**src/rtl/dct_pkg.sv**
```systemverilog
// dct_pkg: shared block geometry, transpose-bank index and sequencer state types
// for the 2-D DCT scheduler.
package dct_pkg;
    localparam int DCT_N = 8;
    localparam int DCT_W = $clog2(DCT_N);
    typedef logic tp_bank_t;
    typedef enum logic [1:0] {R_IDLE, R_ISSUE, R_WAIT} row_state_t;
    typedef enum logic [1:0] {C_IDLE, C_ISSUE, C_WAIT} col_state_t;
endpackage

```
**src/rtl/dct_block_sched_if.sv**
```systemverilog
// dct_block_sched_if: loader, row/column engine and output-packer handshakes
// seen by the block scheduler.
interface dct_block_sched_if #(
    parameter int ROW_W = 3
);
    logic             block_ready;
    logic             loader_hold;
    logic             buf_release;
    logic             row_start;
    logic [ROW_W-1:0] row_sel;
    logic             row_done;
    logic             tp_wr_bank;
    logic             col_start;
    logic [ROW_W-1:0] col_sel;
    logic             col_done;
    logic             tp_rd_bank;
    logic             out_block_done;
    logic             busy;
    logic             err_overflow;
    logic             err_spurious;

    modport master (
        input  block_ready, row_done, col_done, out_block_done,
        output loader_hold, buf_release, row_start, row_sel, tp_wr_bank,
               col_start, col_sel, tp_rd_bank, busy, err_overflow, err_spurious
    );
    modport slave (
        output block_ready, row_done, col_done, out_block_done,
        input  loader_hold, buf_release, row_start, row_sel, tp_wr_bank,
               col_start, col_sel, tp_rd_bank, busy, err_overflow, err_spurious
    );
endinterface

```
**src/rtl/dct_seq8.sv**
```systemverilog
// dct_seq8: issue/wait sequencer stepping an engine through N starts, one per step_done.
// Row and column state enums share this encoding, so state is exported raw.
module dct_seq8
    import dct_pkg::*;
#(
    parameter int N = DCT_N,
    parameter int W = $clog2(N)
) (
    input  logic         clk,
    input  logic         rst_n,
    input  logic         go,
    input  logic         step_done,
    output logic         start,
    output logic [W-1:0] sel,
    output logic         last_done,
    output logic         spurious,
    output logic [1:0]   state
);
    row_state_t   st, st_nx;
    logic [W-1:0] cnt, cnt_nx;

    always_ff @(posedge clk or negedge rst_n) begin
        if (!rst_n) begin
            st  <= R_IDLE;
            cnt <= '0;
        end else begin
            st  <= st_nx;
            cnt <= cnt_nx;
        end
    end

    always_comb begin
        st_nx     = st;
        cnt_nx    = cnt;
        last_done = st == R_WAIT && step_done && cnt == W'(N - 1);
        case (st)
            R_IDLE:  if (go) begin st_nx = R_ISSUE; cnt_nx = '0; end
            R_ISSUE: st_nx = R_WAIT;
            R_WAIT:  if (step_done) begin st_nx = last_done ? R_IDLE : R_ISSUE; cnt_nx = cnt + 1'b1; end
            default: st_nx = R_IDLE;
        endcase
    end

    assign start    = st == R_ISSUE;
    assign sel      = cnt;
    assign spurious = step_done && st != R_WAIT;
    assign state    = st;
endmodule

```
**src/rtl/dct_block_sched.sv**
```systemverilog
// dct_block_sched: 2-D DCT block sequencer; the row pass fills one ping-pong transpose
// bank while the column pass drains the other under output-packer credit control.
module dct_block_sched
    import dct_pkg::*;
#(
    parameter int ROWS        = DCT_N,
    parameter int OUT_CREDITS = 2,
    parameter int CREDIT_W    = $clog2(OUT_CREDITS + 1)
) (
    input logic               clk,
    input logic               rst_n,
    dct_block_sched_if.master bus
);
    logic [1:0]          row_q, col_q;
    row_state_t          row_st;
    col_state_t          col_st;
    tp_bank_t            wr_bank, rd_bank;
    logic [1:0]          bank_full, bank_set, bank_clr;
    logic [CREDIT_W-1:0] credits;
    logic                pending, row_go, col_go, row_last, col_last, row_spur, col_spur;
    logic                credit_ovf, buf_release, err_overflow, err_spurious;

    assign row_st     = row_state_t'(row_q);
    assign col_st     = col_state_t'(col_q);
    assign row_go     = row_st == R_IDLE && pending && !bank_full[wr_bank];
    assign col_go     = col_st == C_IDLE && bank_full[rd_bank] && credits != '0;
    // a credit returned in the same cycle a column block starts is simply consumed
    assign credit_ovf = bus.out_block_done && !col_go && credits == CREDIT_W'(OUT_CREDITS);
    assign bank_set   = row_last ? 2'b01 << wr_bank : 2'b00;
    assign bank_clr   = col_last ? 2'b01 << rd_bank : 2'b00;

    dct_seq8 #(.N(ROWS)) u_row (
        .clk, .rst_n, .go(row_go), .step_done(bus.row_done), .start(bus.row_start),
        .sel(bus.row_sel), .last_done(row_last), .spurious(row_spur), .state(row_q)
    );

    dct_seq8 #(.N(ROWS)) u_col (
        .clk, .rst_n, .go(col_go), .step_done(bus.col_done), .start(bus.col_start),
        .sel(bus.col_sel), .last_done(col_last), .spurious(col_spur), .state(col_q)
    );

    always_ff @(posedge clk or negedge rst_n) begin
        if (!rst_n) begin
            pending      <= 1'b0;
            wr_bank      <= 1'b0;
            rd_bank      <= 1'b0;
            bank_full    <= '0;
            buf_release  <= 1'b0;
            credits      <= CREDIT_W'(OUT_CREDITS);
            err_overflow <= 1'b0;
            err_spurious <= 1'b0;
        end else begin
            pending      <= row_go ? 1'b0 : pending | bus.block_ready;
            wr_bank      <= wr_bank ^ row_last;
            rd_bank      <= rd_bank ^ col_last;
            bank_full    <= (bank_full | bank_set) & ~bank_clr;
            buf_release  <= row_last;
            if (col_go && !bus.out_block_done)
                credits <= credits - CREDIT_W'(1);
            else if (bus.out_block_done && !col_go && !credit_ovf)
                credits <= credits + CREDIT_W'(1);
            err_overflow <= err_overflow | (bus.block_ready & pending);
            err_spurious <= err_spurious | row_spur | col_spur | credit_ovf;
        end
    end

    assign bus.loader_hold  = pending;
    assign bus.buf_release  = buf_release;
    assign bus.tp_wr_bank   = wr_bank;
    assign bus.tp_rd_bank   = rd_bank;
    assign bus.busy         = pending | row_st != R_IDLE | col_st != C_IDLE | |bank_full;
    assign bus.err_overflow = err_overflow;
    assign bus.err_spurious = err_spurious;
endmodule

```
**src/flat_wrapper.sv**
```systemverilog
// flat-port wrapper written by rule: the top's interface ports become plain ports
module dct_block_sched_flat import dct_pkg::*;
#(
    parameter int ROWS        = DCT_N,
    parameter int OUT_CREDITS = 2,
    parameter int CREDIT_W    = $clog2(OUT_CREDITS + 1)
)
  (clk, rst_n, bus_block_ready, bus_row_done, bus_col_done, bus_out_block_done, bus_loader_hold, bus_buf_release, bus_row_start, bus_row_sel, bus_tp_wr_bank, bus_col_start, bus_col_sel, bus_tp_rd_bank, bus_busy, bus_err_overflow, bus_err_spurious);
  dct_block_sched_if #(.ROW_W(3)) bus_i ();
  input logic clk;
  input logic rst_n;
  input wire logic [$bits(bus_i.block_ready)-1:0] bus_block_ready;
  input wire logic [$bits(bus_i.row_done)-1:0] bus_row_done;
  input wire logic [$bits(bus_i.col_done)-1:0] bus_col_done;
  input wire logic [$bits(bus_i.out_block_done)-1:0] bus_out_block_done;
  output wire logic [$bits(bus_i.loader_hold)-1:0] bus_loader_hold;
  output wire logic [$bits(bus_i.buf_release)-1:0] bus_buf_release;
  output wire logic [$bits(bus_i.row_start)-1:0] bus_row_start;
  output wire logic [$bits(bus_i.row_sel)-1:0] bus_row_sel;
  output wire logic [$bits(bus_i.tp_wr_bank)-1:0] bus_tp_wr_bank;
  output wire logic [$bits(bus_i.col_start)-1:0] bus_col_start;
  output wire logic [$bits(bus_i.col_sel)-1:0] bus_col_sel;
  output wire logic [$bits(bus_i.tp_rd_bank)-1:0] bus_tp_rd_bank;
  output wire logic [$bits(bus_i.busy)-1:0] bus_busy;
  output wire logic [$bits(bus_i.err_overflow)-1:0] bus_err_overflow;
  output wire logic [$bits(bus_i.err_spurious)-1:0] bus_err_spurious;
  assign bus_i.block_ready = bus_block_ready;
  assign bus_i.row_done = bus_row_done;
  assign bus_i.col_done = bus_col_done;
  assign bus_i.out_block_done = bus_out_block_done;
  assign bus_loader_hold = bus_i.loader_hold;
  assign bus_buf_release = bus_i.buf_release;
  assign bus_row_start = bus_i.row_start;
  assign bus_row_sel = bus_i.row_sel;
  assign bus_tp_wr_bank = bus_i.tp_wr_bank;
  assign bus_col_start = bus_i.col_start;
  assign bus_col_sel = bus_i.col_sel;
  assign bus_tp_rd_bank = bus_i.tp_rd_bank;
  assign bus_busy = bus_i.busy;
  assign bus_err_overflow = bus_i.err_overflow;
  assign bus_err_spurious = bus_i.err_spurious;
  dct_block_sched #(.ROWS(ROWS), .OUT_CREDITS(OUT_CREDITS), .CREDIT_W(CREDIT_W)) u_core (.clk(clk), .rst_n(rst_n), .bus(bus_i));
endmodule
```
**config.mk**
```make
export PLATFORM = sky130hd
export DESIGN_NAME = dct_block_sched_flat
export DESIGN_NICKNAME = d
export VERILOG_FILES = /design/src/rtl/dct_pkg.sv /design/src/rtl/dct_block_sched_if.sv /design/src/rtl/dct_seq8.sv /design/src/rtl/dct_block_sched.sv /design/src/flat_wrapper.sv
export SDC_FILE = /design/constraint.sdc
export NUM_CORES = 1
export LEC_CHECK = 0
export CORE_MARGIN = 1
export CORE_UTILIZATION = 44
export DETAILED_ROUTE_END_ITERATION = 8
export GPL_TIMING_DRIVEN = 0
export PLACE_DENSITY = 0.74
export SLEW_MARGIN = 20
export SYNTH_ARGS = -nofsm -noshare
export SYNTH_HDL_FRONTEND = slang
export SYNTH_SLANG_ARGS = --single-unit
```
**constraint.sdc**
```tcl
create_clock -name clk -period 1.4 [get_ports clk]
set_input_delay 0.14 -clock clk [delete_from_list [all_inputs] [get_ports clk]]
set_output_delay 0.14 -clock clk [all_outputs]
set_load 0.1 [all_outputs]
```
# Word-level counts from Yosys, hierarchy flattened
# Cells that the tools add are included.
# Widths: inputs -> output; s select.
classes:
  n_addsub: 4
  magnitude_cmp: 2
  eq_ne: 13
  shift: 2
  n_mux: 23
  bitwise_logic: 14
  n_reduce_logical: 31
ops:
  columns: ["cell", "n"]
  rows:
  - ["$mux 2", 8]
  - ["$logic_and 1x1->1", 14]
  - ["$mux 3", 4]
  - ["$pmux 2 s3", 2]
  - ["$pmux 3 s2", 2]
  - ["$reduce_bool 2->1", 6]
  - ["$ne 2x2->1 const B", 4]
  - ["$or 1x1->1", 8]
  - ["$mux 1", 7]
  - ["$add 3x1->3 const B", 2]
  - ["$eq 2x2->1 const B", 3]
  - ["$eq 3x3->1 const B", 2]
  - ["$reduce_and 3->1", 2]
  - ["$eq 2x1->1 const B", 2]
  - ["$logic_not 1->1", 4]
  - ["$logic_not 2->1", 2]
  - ["$lt 1x2->1 const B", 2]
  - ["$ne 2x1->1 const B", 2]
  - ["$reduce_and 2->1", 2]
  - ["$shl 1x1->2 const A", 2]
  - ["$add 2x1->2 const B", 1]
  - ["$and 2x2->2", 1]
  - ["$not 2->2", 1]
  - ["$or 2x2->2", 1]
  - ["other kinds (4)", 5]
totals:
  reg_bits: 20
  input_bits: 6
  output_inout_bits: 15

# Longest topological paths before layout
# Gate-level depths: netlist (run 1).
logic_depth:
  ltp_word: 11
  ltp_mapped: 7

# Cells and area by module
# From an unflattened synthesis (run 1), not the netlist that was laid out.
hier_totals:
  hier_cells: 108
  hier_area_um2: 1171.1
by_module_without_submodules:
  columns: ["module", "instances", "cells_each", "area_each_um2", "seq_area_each_um2"]
  rows:
  - ["dct_seq8", 2, 31, 330.3, 125.1]
  - ["dct_block_sched", 1, 46, 510.5, 251.5]

# Worst setup path after synthesis (run 1)
# Ideal clock, no wire load.
synth_timing:
  path_kind: "flip-flop to flip-flop"
  startpoint: "reg u_core.rd_bank, in the netlist u_core.bus.tp_rd_bank"
  endpoint: "reg u_core.credits[0]"
  setup_time_ns: 0.126
  arrival_ns: 2.015
  t_required_ns: 1.274
  path_slack_ns: -0.742
  stages_incl_launch_ff: 4
  n_path_buf: 0
  synth_period_minus_slack_ns: 2.142
  cell_sequence: "dfrtp_1 > mux2i_1 > or3_1 > a311o_1"
synth_between:
  elab_chain_cells: 10
synth_rtl:
  columns: ["item", "line_no", "rtl"]
  rows:
  - ["from (decl)", "dct_block_sched.sv:17", "tp_bank_t wr_bank, rd_bank;"]
  - ["from (signal assigned)", "dct_block_sched.sv:55", "rd_bank <= rd_bank ^ col_last;"]
  - ["$mux 1 (not written as such) * (2 in series)", "dct_block_sched.sv:26", "assign col_go = col_st == C_IDLE && bank_full[rd_bank] && credits != '0;"]
  - ["$logic_and 1x1->1 * (2 in series)", "dct_block_sched.sv:26", null]
  - ["$logic_not 1->1", "dct_block_sched.sv:28, dct_block_sched.sv:60", null]
  - ["$logic_and 1x1->1", "dct_block_sched.sv:28, dct_block_sched.sv:60", null]
  - ["$logic_and 1x1->1", "dct_block_sched.sv:28", "assign credit_ovf = bus.out_block_done && !col_go && credits == CREDIT_W'(OUT_CREDITS);"]
  - ["$logic_not 1->1", "dct_block_sched.sv:60", "else if (bus.out_block_done && !col_go && !credit_ovf)"]
  - ["$logic_and 1x1->1", "dct_block_sched.sv:60", null]
  - ["$reduce_bool 2->1 (no source line)", null, null]
  - ["to (signal assigned)", "dct_block_sched.sv:49", "credits <= CREDIT_W'(OUT_CREDITS);"]
  - ["to (signal assigned)", "dct_block_sched.sv:59", "credits <= credits - CREDIT_W'(1);"]
  - ["to (signal assigned)", "dct_block_sched.sv:61", "credits <= credits + CREDIT_W'(1);"]
  - ["to (decl)", "dct_block_sched.sv:19", "logic [CREDIT_W-1:0] credits;"]
# Mark *: on every way between the ends. The rest lies on a longest branch, timed or not. The select of a mux whose other input is x is not followed.
# A chain may end at the register's enable or synchronous reset.

# Worst setup path in the final report (run 1)
# Ends and elaborated chain as after synthesis.

==> metrics.txt, run 1 <==
status finished, violations left; failing checks setup timing; cell row count 16; CTS H-tree depth 1; CTS tree built; core footprint 0.00202 mm²; RSZ-0062 raised after global routing yes; Max Cap Viol 0; Post-Layout Cell Count 154; EDFF count, synth 0; DRT Wirelength 1.99 mm; peak supply drop 1.37 mV; Yosys reg bits 20; initial drt markers 7; synth cell count leaders 19 x dfrtp_1, 11 x nor2_1, 10 x inv_1, 8 x ha_1, 5 x nand2_1; synthesized cell area 971 µm²; vias 804; mux share of post-synthesis cell area 2.06%; top cell type's share of synthesized area 49.0%; ys flop type dfrtp_1; adder-cell share of the synthesized area 10.3%; minimum clock period 1490 ps; die width 49.0 µm; top-count cell post-synth dfrtp_1; wire length per cell 12.9 µm; final net count 142; dpl hpwl 1.43 mm; port bufs 20; Syn. warnings 0; Avg Synthesized Cell Area 10.3 µm²; remaining antenna violation count 0; critical path endpoint category register; crit-path max FO 5; Hold Fails Final Rpt 0; final setup violating endpoints 3; Async SR Flop Fraction 100%; vias in the first global route 758; Leakage Power 0.599 nW; Worst slew margin 42.9%; die footprint 0.00240 mm²; Max Freq 669 MHz; Hold Slack 318 ps; CP Data Arrival Time 1670 ps; layout cell share with drive strength beyond 1 44.1%; Tightest Pin Transition 855 ps; ranking of synthesized cells by area dfrtp_1 49%, ha_1 10%, nor2_1 4.3%, inv_1 3.9%, o21bai_1 3.1%; post-synth cell types 29; GR Util All Layers 18.7%; Seq/Total Area, Yosys 51.7%; placed cells 141; effective utilization at floorplan 48.0%; hold crit path type in -> async; nets in the synthesized netlist 108; final worst slack -94.3 ps; grt ovf 0; CTS root buffer clkbuf_4; num ports 21; latest clock arrival within the worst-skew pair 300 ps; clock sink count 20; First-pass DRT Iterations 4; Antenna diodes 0; Clock transition at path regs 110 ps; Synth-to-Final Area Change 43.6%; Slew Limit Fails 0; Util after Layout 68.9%; WP data required 1580 ps; Post-Syn Instances 94; Die H 49.0 µm; first-pass GRT wire length 3.39 mm; Max clock buf depth 2; initial antenna violation count 0; main combinational cell family by area after synthesis simple AND/OR/NAND/NOR gates; critical path type reg -> reg; clk_skew 8.76 ps; Final period util 107%; Synth Area in XOR/XNOR 0%; Pwr Density 2050 mW/mm²; dominant cell type by area after synthesis dfrtp_1; startpoint class of the critical path register; total CTS buffers 3; Simple-Gate Fraction of Synth Area 17.7%; Synth Area in Compound Gates 13.9%; largest net degree at the start of global routing 21; routed vias/inst 5.22; Residual DRC 0; GPL Wtd Cong 0.750
area by class of cell:
cell class,instances,area [µm²]
flip-flops and latches,20,527
fillers,148,628
well taps,27,33.8
clock buffers,4,26.3
repair buffers,30,229
multi-input cells,63,541
inverters,10,37.5
repair_timing:
item | in CTS | in global routing
setup buffers | 4 | 6
pin swaps | 1 | 4
resized for setup | 76 | 9
setup endpoints to repair | 19 | 14
hold buffers | 0 | 0
final timing paths:
check,from,to,slack (ps),cells past startpoint
min,rst_n,u_core.bank_full[0]$_DFF_PN0_,320,1
max reg2reg,u_core.bus.tp_rd_bank$_DFF_PN0_,u_core.credits[0]$_DFFE_PN0P_,-90,3
min reg2reg,u_core.bus.err_overflow$_DFF_PN0_,u_core.bus.err_overflow$_DFF_PN0_,480,1
min in group clk,bus_block_ready,u_core.bus.loader_hold$_DFF_PN0_,440,3
max,u_core.bus.tp_rd_bank$_DFF_PN0_,u_core.credits[0]$_DFFE_PN0P_,-90,3
max in group asynchronous,rst_n,u_core.u_row.sel[1]$_DFFE_PN0P_,450,1
layout by cell type, fill, tap and decap left out, types with 3 or more instances in the layout:
| master | instances |
|---|---|
| nand2_1 | 5 |
| nand2b_1 | 3 |
| o22ai_1 | 4 |
| buf_2 | 9 |
| dfrtp_2 | 5 |
| clkbuf_4 | 3 |
| nor2_1 | 9 |
| dfrtp_1 | 9 |
| dfrtp_4 | 5 |
| o21bai_1 | 4 |
| inv_1 | 8 |
| clkdlybuf4s50_1 | 5 |
| ha_4 | 4 |
| buf_4 | 12 |
| o21ai_0 | 3 |
registers in the layout, summed over array words and instances, names as in the netlist:
| register | cells |
|---|---|
| u_core.bus.err_overflow | 1 |
| u_core.bus.buf_release | 1 |
| u_core.bank_full | 2 |
| u_core.u_col.state | 2 |
| u_core.u_col.sel | 3 |
| u_core.u_row.state | 2 |
| u_core.credits | 2 |
| u_core.bus.loader_hold | 1 |
| u_core.bus.err_spurious | 1 |
| u_core.bus.tp_rd_bank | 1 |
| u_core.bus.tp_wr_bank | 1 |
| u_core.u_row.sel | 3 |
layer usage:
| layer | track usage, % | part of all wire (%) | routed length (µm) |
|---|---|---|---|
| met1 | 24.0 | 45 | 885 |
| met2 | 31.5 | 51 | 1010 |
| met3 | 4.67 | 3.9 | 77 |
| met4 | 4.41 | 0.71 | 14 |
| met5 | 0 | 0 | 0 |
critical path, cell delays in order (launching register included):
cell,delay (ps)
dfrtp_4,510
mux2i_4,210
or3_1,320
a311o_1,320
stage by stage:
stage / setup slack (ps) / power, mW / TNS (ps) / instance area (µm²)
after floorplan: -228 / 2.24 / -535 / 1090
after global placement: -563 / 2.54 / -4890 / 1330
after detailed placement: -580 / 2.59 / -5180 / 1330
after CTS: -103 / 2.83 / -201 / 1360
after global routing: -121 / 3.04 / -508 / 1390
final: -94.3 / 2.86 / -156 / 1390
report_power, final:
part / leakage, nW / switching, mW / total, mW / internal [mW]
clock network: 0.0150 / 0.162 / 0.273 / 0.111
registers: 0.232 / 0.187 / 0.961 / 0.774
logic: 0.352 / 1.17 / 1.63 / 0.461
kinds of logic (layout without fill, tap and decap cells):
family / after synthesis / after routing
adder cells (fa/ha/maj): 8 / 8
AO/OA/AOI/OAI: 19 / 19
AND/OR/NAND/NOR: 34 / 34
buffers and inverters: 11 / 44
flip-flops: 20 / 20
multiplexers: 2 / 2
No activity file was read; power rests on OpenSTA's default activity.
==> inputs of run 2 (changes only) <==
Settings changed: MAX_ROUTING_LAYER set to met4.
==> run 2 against run 1 <==
Against the previous run: the flow still finishes with violations (setup timing); hold slack improved by 2.6 ps; sequential cell count did not move; setup slack got worse by 2.3 ps; final cell count did not move; critical path depth did not move; sequential power barely moved; via count did not move; register-to-register slack barely moved; global-route usage rose by 0.54 points; design area did not move; largest cell class unchanged; highest routed layer unchanged.
==> metrics.txt, run 2 (same netlist as run 1, synthesis figures left out) <==
CTS root buffer clkbuf_4 (unchanged); die footprint 0.00240 mm² (unchanged); Antenna diodes 0 (unchanged); minimum clock period 1500 ps (was 1490 ps); largest net degree at the start of global routing 21 (unchanged); peak supply drop 1.37 mV (about the same); cell row count 16 (unchanged); crit path cell chain mux2i_4 > or3_1 > a311o_1 (unchanged); Clock transition at path regs 110 ps (about the same); CTS tree built (unchanged); CP Data Arrival Time 1670 ps (about the same); vias in the first global route 758 (unchanged); Final period util 107% (about the same); remaining antenna violation count 0 (unchanged); Worst Path Buf+Inv 0 (unchanged); commonest non-fill, non-tap cell in the layout buf_4 (unchanged); GR Util All Layers 19.2% (was 18.7%); WP data required 1580 ps (about the same); Reg2Reg Depth 3 (unchanged); effective utilization at floorplan 48.0% (unchanged); reg2reg end u_core.credits[0]$_DFFE_PN0P_ (unchanged); Slowest-stage cell, CP dfrtp_4 (unchanged); total negative setup slack -159 ps (was -156 ps); hold crit path type in -> async (unchanged); Fill cells 148 (unchanged); R2R Path Start u_core.bus.tp_rd_bank$_DFF_PN0_ (unchanged); Worst slew margin 42.3% (was 42.9%); First-pass DRT Iterations 4 (unchanged); Max clock buf depth 2 (unchanged); Slew Limit Fails 0 (unchanged); wire length per cell 12.9 µm (about the same); latest clock arrival within the worst-skew pair 300 ps (about the same); GPL Wtd Cong 0.760 (was 0.750); port bufs 20 (unchanged); final net count 142 (unchanged); Placed Area 0.00133 mm² (unchanged); clock sink count 20 (unchanged); Max Cap Viol 0 (unchanged); Pwr Density 2060 mW/mm² (was 2050 mW/mm²); Die H 49.0 µm (unchanged); DP Worst Slack -580 ps (unchanged); routed vias/inst 5.22 (unchanged); failing checks setup timing (unchanged); crit-path max FO 5 (unchanged); total CTS buffers 3 (unchanged); critical path endpoint category register (unchanged); Crit path depth 3 (unchanged); CP max stage delay 510 ps (about the same); Tightest Pin Transition 862 ps (was 855 ps); layout cell share with drive strength beyond 1 44.1% (unchanged); status finished, violations left (unchanged); final worst slack -96.6 ps (was -94.3 ps); commonest cells after routing, fill and taps aside 12 x buf_4, 9 x nor2_1, 9 x buf_2, 9 x dfrtp_1, 8 x inv_1 (unchanged); first-pass GRT wire length 3.40 mm (was 3.39 mm); total power 2.87 mW (was 2.86 mW); Residual DRC 0 (unchanged); dpl hpwl 1.43 mm (unchanged); Leakage Power 0.599 nW (unchanged); die width 49.0 µm (unchanged); initial antenna violation count 0 (unchanged); initial drt markers 5 (was 7); startpoint class of the critical path register (unchanged); Worst path top cell family by delay flip-flops (unchanged); num ports 21 (unchanged); Hold Fails Final Rpt 0 (unchanged); Post-Layout Inst Area 0.00139 mm² (unchanged); vias 804 (unchanged); clk_skew 9.88 ps (was 8.76 ps); Synth-to-Final Area Change 43.6% (unchanged); RSZ-0062 raised after global routing yes (unchanged); R2R Setup Slk -100 ps (was -90 ps); CTS H-tree depth 1 (unchanged); final setup violating endpoints 3 (unchanged); grt ovf 0 (unchanged); core footprint 0.00202 mm² (unchanged); Max Freq 668 MHz (was 669 MHz); critical path type reg -> reg (unchanged); DRT Wirelength 1.99 mm (about the same)
==> run 2: cell counts in the layout (fill, tap and decap cells not counted) <==
Identical to the previous run, type by type.
==> run 2: what timing repair did <==
item	4_1_cts	5_1_grt
hold endpoints to repair	0	0
pin swaps	1	4
resized for setup	76	9
endpoints found under the setup margin	19	14
setup buffers	4	6
hold buffers	0	0
==> run 2: worst max path at each step <==
stage / start / endpoint
2_1_floorplan: u_core.bus.tp_rd_bank$_DFF_PN0_ / u_core.credits[0]$_DFFE_PN0P_
3_3_place_gp: u_core.bank_full[0]$_DFF_PN0_ / bus_busy
3_5_place_dp: u_core.bank_full[0]$_DFF_PN0_ / bus_busy
4_1_cts: u_core.u_col.state[0]$_DFFE_PN0P_ / u_core.credits[0]$_DFFE_PN0P_
5_1_grt: u_core.u_col.state[0]$_DFFE_PN0P_ / u_core.credits[0]$_DFFE_PN0P_
6_report: u_core.bus.tp_rd_bank$_DFF_PN0_ / u_core.credits[0]$_DFFE_PN0P_
==> run 2: final cells by class <==
cell class                 count  area, µm²  share of cell area (%)
clock buffer                   4       26.3                    1.89
inverter                      10       37.5                    2.69
multi-input combinational     63        541                    38.8
sequential                    20        527                    37.8
tap                           27       33.8                    2.42
timing repair buffer          30        229                    16.4
==> run 2: per-layer routing <==
layer  share of wire, %  wire length (µm)  vias to the layer above  GRT usage [%]
met2                 51              1010                       13           31.5
met5                  0                 0                        -              -
li1                   -                 -                      391              -
met4               0.70                14                        0           4.41
met3                3.9                77                        2           4.67
met1                 45               892                      398           24.0
==> run 2: stage by stage <==
| stage | hold WS [ps] | instances | utilization, % |
|---|---|---|---|
| detailed placement | 460 | 141 | 65.7 |
| global route | 425 | 154 | 68.9 |
| floorplan | -156 | 94 | - |
| finish | 320 | 154 | 68.9 |
| CTS | 364 | 149 | 67.0 |
| global placement | 439 | 141 | 65.7 |
==> run 2: where the power goes <==
part	switching, mW	internal (mW)
Clock	0.163	0.111
Combinational	1.17	0.461
Sequential	0.188	0.774
